==> src/rtl/reg_access_ctrl_pkg.sv <==
// ----------------------------------------------------------------------------
// reg_access_ctrl_pkg
//  Shared types for the register access front-end:
//   op_e    - read-modify-write operation encodings carried on req_op
//   state_e - request sequencing states (idle / execute / respond)
// ----------------------------------------------------------------------------
package reg_access_ctrl_pkg;

    typedef enum logic [1:0] {
        OP_WRITE  = 2'b00,
        OP_SET    = 2'b01,
        OP_CLEAR  = 2'b10,
        OP_TOGGLE = 2'b11
    } op_e;

    typedef enum logic [1:0] {
        ST_IDLE = 2'b00,
        ST_EXEC = 2'b01,
        ST_RESP = 2'b10
    } state_e;

endpackage : reg_access_ctrl_pkg

==> src/rtl/reg_access_ctrl_alu.sv <==
// ----------------------------------------------------------------------------
// reg_op_alu
//  Combinational next-value calculation for one read-modify-write op.
//  Ports:
//   op        in   op_e    operation to apply
//   old_value in   WIDTH   current register contents
//   wdata     in   WIDTH   operand
//   nv        out  WIDTH   resulting register value
// ----------------------------------------------------------------------------
module reg_op_alu
    import reg_access_ctrl_pkg::*;
#(
    parameter int WIDTH = 4
) (
    input  op_e              op,
    input  logic [WIDTH-1:0] old_value,
    input  logic [WIDTH-1:0] wdata,
    output logic [WIDTH-1:0] nv
);

    always_comb begin
        // NOTE: assign a default before the case so every path drives nv;
        // otherwise synthesis infers a latch for the uncovered paths.
        nv = wdata;
        case (op)
            OP_WRITE:  nv = wdata;
            OP_SET:    nv = old_value | wdata;
            OP_CLEAR:  nv = old_value & ~wdata;
            OP_TOGGLE: nv = old_value ^ wdata;
        endcase
    end

endmodule : reg_op_alu

==> src/rtl/reg_access_ctrl.sv <==
// ----------------------------------------------------------------------------
// reg_access_ctrl
//  Front-end for a bank of NUM_REGS registers. Accepts one request on a
//  valid/ready channel, reads the target register, applies the op and pulses
//  that register's update strobe for one cycle with the shared new_value.
//  The pre-op value (or an error flag) is returned on a valid/ready channel.
//  Ports:
//   clk, rst_n       clock (posedge), async active-low reset
//   req_valid/ready  request handshake; req_write/op/addr/wdata sampled at accept
//   rsp_valid/ready  response handshake; rsp_rdata = pre-op value, rsp_err = bad addr
//   update           one-hot write strobe, one bit per register
//   new_value        shared next value for the strobed register
//   curr_value_flat  register outputs, reg i at [i*WIDTH +: WIDTH]
// ----------------------------------------------------------------------------
module reg_access_ctrl
    import reg_access_ctrl_pkg::*;
#(
    parameter int WIDTH      = 4,
    parameter int NUM_REGS   = 4,
    parameter int ADDR_WIDTH = 2
) (
    input  logic                      clk,
    input  logic                      rst_n,
    input  logic                      req_valid,
    output logic                      req_ready,
    input  logic                      req_write,
    input  logic [1:0]                req_op,
    input  logic [ADDR_WIDTH-1:0]     req_addr,
    input  logic [WIDTH-1:0]          req_wdata,
    output logic                      rsp_valid,
    input  logic                      rsp_ready,
    output logic [WIDTH-1:0]          rsp_rdata,
    output logic                      rsp_err,
    output logic [NUM_REGS-1:0]       update,
    output logic [WIDTH-1:0]          new_value,
    input  logic [NUM_REGS*WIDTH-1:0] curr_value_flat
);

    // One extra bit so NUM_REGS == 2**ADDR_WIDTH is representable.
    localparam logic [ADDR_WIDTH:0] NUM_REGS_L = (ADDR_WIDTH + 1)'(NUM_REGS);

    state_e                state;
    logic                  cap_write;
    op_e                   cap_op;
    logic [ADDR_WIDTH-1:0] cap_addr;
    logic [WIDTH-1:0]      cap_wdata;

    logic                  addr_ok;
    logic [WIDTH-1:0]      old_value;
    logic [NUM_REGS-1:0]   strobe;
    logic [WIDTH-1:0]      nv;

    // Everything below works on the captured request, never on live req_*,
    // so later changes on the request bus cannot leak into the operation.
    assign addr_ok = {1'b0, cap_addr} < NUM_REGS_L;

    // Out-of-range addresses select nothing: old_value stays 0, no strobe.
    always_comb begin
        old_value = '0;
        strobe    = '0;
        for (int i = 0; i < NUM_REGS; i++) begin
            if (addr_ok && cap_addr == ADDR_WIDTH'(i)) begin
                old_value = curr_value_flat[i*WIDTH +: WIDTH];
                strobe[i] = cap_write;
            end
        end
    end

    reg_op_alu #(
        .WIDTH (WIDTH)
    ) u_alu (
        .op        (cap_op),
        .old_value (old_value),
        .wdata     (cap_wdata),
        .nv        (nv)
    );

    // NOTE: sequential state uses non-blocking (<=) so every register sees
    // the pre-edge values of the others, independent of statement order.
    always_ff @(posedge clk or negedge rst_n) begin
        if (!rst_n) begin
            state     <= ST_IDLE;
            req_ready <= 1'b1;
            rsp_valid <= 1'b0;
            rsp_rdata <= '0;
            rsp_err   <= 1'b0;
            update    <= '0;
            new_value <= '0;
            cap_write <= 1'b0;
            cap_op    <= OP_WRITE;
            cap_addr  <= '0;
            cap_wdata <= '0;
        end else begin
            case (state)
                ST_IDLE: begin
                    if (req_valid) begin
                        cap_write <= req_write;
                        cap_op    <= op_e'(req_op);
                        cap_addr  <= req_addr;
                        cap_wdata <= req_wdata;
                        req_ready <= 1'b0;
                        state     <= ST_EXEC;
                    end
                end

                ST_EXEC: begin
                    rsp_rdata <= old_value;
                    rsp_err   <= ~addr_ok;
                    update    <= strobe;
                    // new_value only moves with a strobe; otherwise it holds.
                    if (|strobe) begin
                        new_value <= nv;
                    end
                    rsp_valid <= 1'b1;
                    state     <= ST_RESP;
                end

                ST_RESP: begin
                    // The strobe lasts exactly the first response cycle.
                    update <= '0;
                    if (rsp_ready) begin
                        rsp_valid <= 1'b0;
                        req_ready <= 1'b1;
                        state     <= ST_IDLE;
                    end
                end

                default: begin
                    state     <= ST_IDLE;
                    req_ready <= 1'b1;
                    rsp_valid <= 1'b0;
                    update    <= '0;
                end
            endcase
        end
    end

endmodule : reg_access_ctrl

==> config.mk <==
export PLATFORM = sky130hd
export DESIGN_NAME = reg_access_ctrl
export DESIGN_NICKNAME = d
export VERILOG_FILES = /design/src/rtl/reg_access_ctrl_pkg.sv /design/src/rtl/reg_access_ctrl_alu.sv /design/src/rtl/reg_access_ctrl.sv
export SDC_FILE = /design/constraint.sdc
export NUM_CORES = 1
export LEC_CHECK = 0
export CELL_PAD_IN_SITES_DETAIL_PLACEMENT = 1
export CELL_PAD_IN_SITES_GLOBAL_PLACEMENT = 2
export CORE_AREA = 2 2 73 75
export DETAILED_ROUTE_END_ITERATION = 8
export DIE_AREA = 0 0 75 77
export MAX_ROUTING_LAYER = met4
export PLACE_DENSITY_LB_ADDON = 0.1
export RECOVER_POWER = 50
export SYNTH_ARGS = -nofsm -noshare
export SYNTH_HDL_FRONTEND = slang
export SYNTH_SLANG_ARGS = --single-unit
==> constraint.sdc <==
create_clock -name clk -period 2.5 [get_ports clk]
set_clock_uncertainty 0.1 [all_clocks]
set_input_delay 0.25 -clock clk [delete_from_list [all_inputs] [get_ports clk]]
set_output_delay 0.25 -clock clk [all_outputs]
set_load 0.1 [all_outputs]
==> flow_summary.ini <==
[outcome]
status = complete, no violations

[sta]
drv_slew = 0
worst_pin_slew_ns = 1.43
setup-tns-final_ns = 0
timing.slew.headroom_pct = 4.36
period_minus_slack_ns = 2.27
final-hold-violation-count = 0
finalCritPeriodShare_pct = 90.8
max_freq_mhz = 441
rsz0062_at_grt = false
finalSetupViolCount = 0

[synthesis]
synth_top_family_by_area = multiplexers
syn_nets = 155
synthCells = 118
synth_area_um2 = 1400
yosysWarnings = 0
synth-xor-area-share_pct = 0
synth_fa_ha_area_share_pct = 7.16
synth-simple-area-share_pct = 9.31
ys_seq_elements = 25
yosysSeqAreaShare_pct = 44.9
syn_avg_cell_area_um2 = 11.8
ys_types = 31
synth_compound_area_share_pct = 7.07
muxShareOfSynthArea_pct = 23.7

[place]
dpl_cell_area_um2 = 1820
portBuffers = 42
place_hpwl_um = 2520
gp_congestion = 0.823

[clock_tree]
cts-resized-gates = 0
cts-root-buf = clkbuf_8
clk_latency_ns = 0.27
ctsHoldBuffers = 0
tritoncts = done
cts_buffers = 3
clk_pin_slew_worst_paths_ns = 0.10
htreeDepth = 1
clockBufferDepth = 2
clock_sinks = 25
post_cts_buffers = 0

[floorplanning]
initial_core_util_pct = 28.1
fp.dieW_um = 75
rows = 26
die_h_um = 77
coreArea_um2 = 4980
dieArea_um2 = 5780
ios = 44

[route]
drc_errors = 0
viasPerCell = 4.42
vias = 1012
dr.pass1.iters = 4
detail_route.iter0.violations = 27
ant_nets = 0
routedWlPerCell_um = 14.1
wl_um = 3220

[final_layout]
synthToLayoutAreaGrowth_pct = 32.1
nets = 197
fin_area_um2 = 1850
n_antenna_cell = 0
drive_above_1_share_pct = 24.5
fill_cells = 576

[setup_path]
cp_slowest_stage_delay_ns = 0.69
rr_worst_depth = 6
slowest_stage = dfrtp_1
crit_path_end_kind = flip-flop
crit_type = reg2reg
crit_chain = mux2i_1 > mux2_4 > inv_1 > ha_1 > mux4_2 > o21ai_0
cp-start-kind = flip-flop
path_max_fanout = 12
required_ns = 2.59
worstPathArrival_ns = 2.35

[min_path]
whs_path_depth = 1
worst_hold_path_type = reg2reg

[global_route]
grt_pass1_vias = 1135
antenna_found_initial = 0
grt.overflow.total = 0
grtUsageTotal_pct = 12.8
grt_pass1_wl_um = 5550
grt_max_degree = 26

[run]
maxCapViolCount = 0
==> state kept, by name (all words and copies together) (netlist names) <==
name / cells
cap_op: 2
cap_addr: 2
rsp_valid: 1
cap_wdata: 4
req_ready: 1
update: 4
state: 2
rsp_rdata: 4
new_value: 4
cap_write: 1
==> logic make-up after synthesis <==
group                      Yosys count
DFF                                 25
AOI/OAI and AO/OA                   15
adders and majority gates            8
buffers and inverters               19
muxes                               25
other                                1
and+or+nand+nor                     25
==> cells in the mapped netlist (all sizes together) <==
| library cell | instances | area [um2] |
|---|---|---|
| a32oi | 1 | 8.76 |
| and2b | 1 | 8.76 |
| conb | 1 | 3.75 |
| o21ai | 9 | 60.1 |
| nor2b | 1 | 6.26 |
| buf | 5 | 43.8 |
| mux2i | 8 | 80.1 |
| inv | 13 | 48.8 |
| clkbuf | 1 | 13.8 |
| nand3b | 1 | 7.51 |
| nor3 | 1 | 5.00 |
| ha | 8 | 100 |
| nand2 | 12 | 45.0 |
| a21oi | 3 | 15.0 |
| dfstp | 1 | 26.3 |
| mux2 | 13 | 161 |
| dfrtp | 24 | 601 |
| nand4 | 1 | 6.26 |
| o21a | 1 | 7.51 |
| nor2 | 5 | 26.3 |
| nand2b | 2 | 20.0 |
| nand3 | 1 | 5.00 |
| mux4 | 4 | 90.1 |
| a22oi | 1 | 7.51 |
==> layout by cell type, fill, tap and decap left out <==
master / count
mux2_4: 4
nor2b_1: 1
dlygate4sd3_1: 1
nand2_1: 12
nand2b_1: 2
a21oi_1: 3
dfrtp_1: 24
clkbuf_8: 3
mux4_2: 4
nand3_1: 1
mux2i_1: 8
nand4_1: 1
a22oi_1: 1
and2b_2: 1
clkbuf_1: 4
o21a_1: 1
nor2_1: 4
nand3b_1: 1
mux2_2: 9
ha_1: 8
inv_1: 13
nor3_1: 1
conb_1: 1
o21ai_0: 5
clkdlybuf4s50_1: 27
nor2_4: 1
o21ai_2: 4
buf_4: 11
a32oi_1: 1
dfstp_2: 1
clkinvlp_4: 1
==> worst max-delay path: cells and delay by family, from the launching register on <==
family,cells,cell delay (ns)
adders and majority gates,1,0.26
AOI/OAI and AO/OA,1,0.16
buffers and inverters,1,0.04
DFF,1,0.69
muxes,3,0.93
==> final cells by class <==
cell class | instances | area [um2] | share of cell area [%]
Multi-Input combinational cell | 74 | 657 | 35.6
Sequential cell | 25 | 627 | 33.9
Timing Repair Buffer | 43 | 378 | 20.5
Tap cell | 70 | 87.6 | 4.74
Inverter | 13 | 48.8 | 2.64
Clock buffer | 3 | 41.3 | 2.24
Clock inverter | 1 | 7.51 | 0.407
==> metal layers <==
metal  wire (um)  vias to the layer above  track usage (%)
li1            -                      481                -
met5           0                        -                -
met4          23                        0             3.21
met1        1490                      502             17.6
met3         118                        2             1.97
met2        1590                       27             19.6
==> per-stage QoR <==
stage | hold WS [ns] | cells | setup slack, ns | util (%)
after CTS | 0.246 | 229 | 0.210 | 37.6
after global placement | 0.368 | 225 | 0.328 | 36.6
after detailed placement | 0.371 | 225 | 0.207 | 36.6
after floorplan | -0.146 | 118 | 0.543 | -
after global routing | 0.415 | 229 | 0.0348 | 37.1
final | 0.389 | 229 | 0.231 | 37.1
==> final timing paths <==
kind,from,to,slack [ns]
worst max-delay path,cap_addr[0],new_value[3],0.23
worst min-delay path,rsp_valid,rsp_valid,0.39
worst max register to register,cap_addr[0],new_value[3],0.23
worst min register to register,rsp_valid,rsp_valid,0.39
max in group asynchronous,rst_n,rsp_rdata[0],0.73
min in group asynchronous,rst_n,cap_wdata[3],0.74
Power is left out: the tool's default activity adds up to more than one toggle a clock period on the data nets, which glitch-free logic cannot reach.
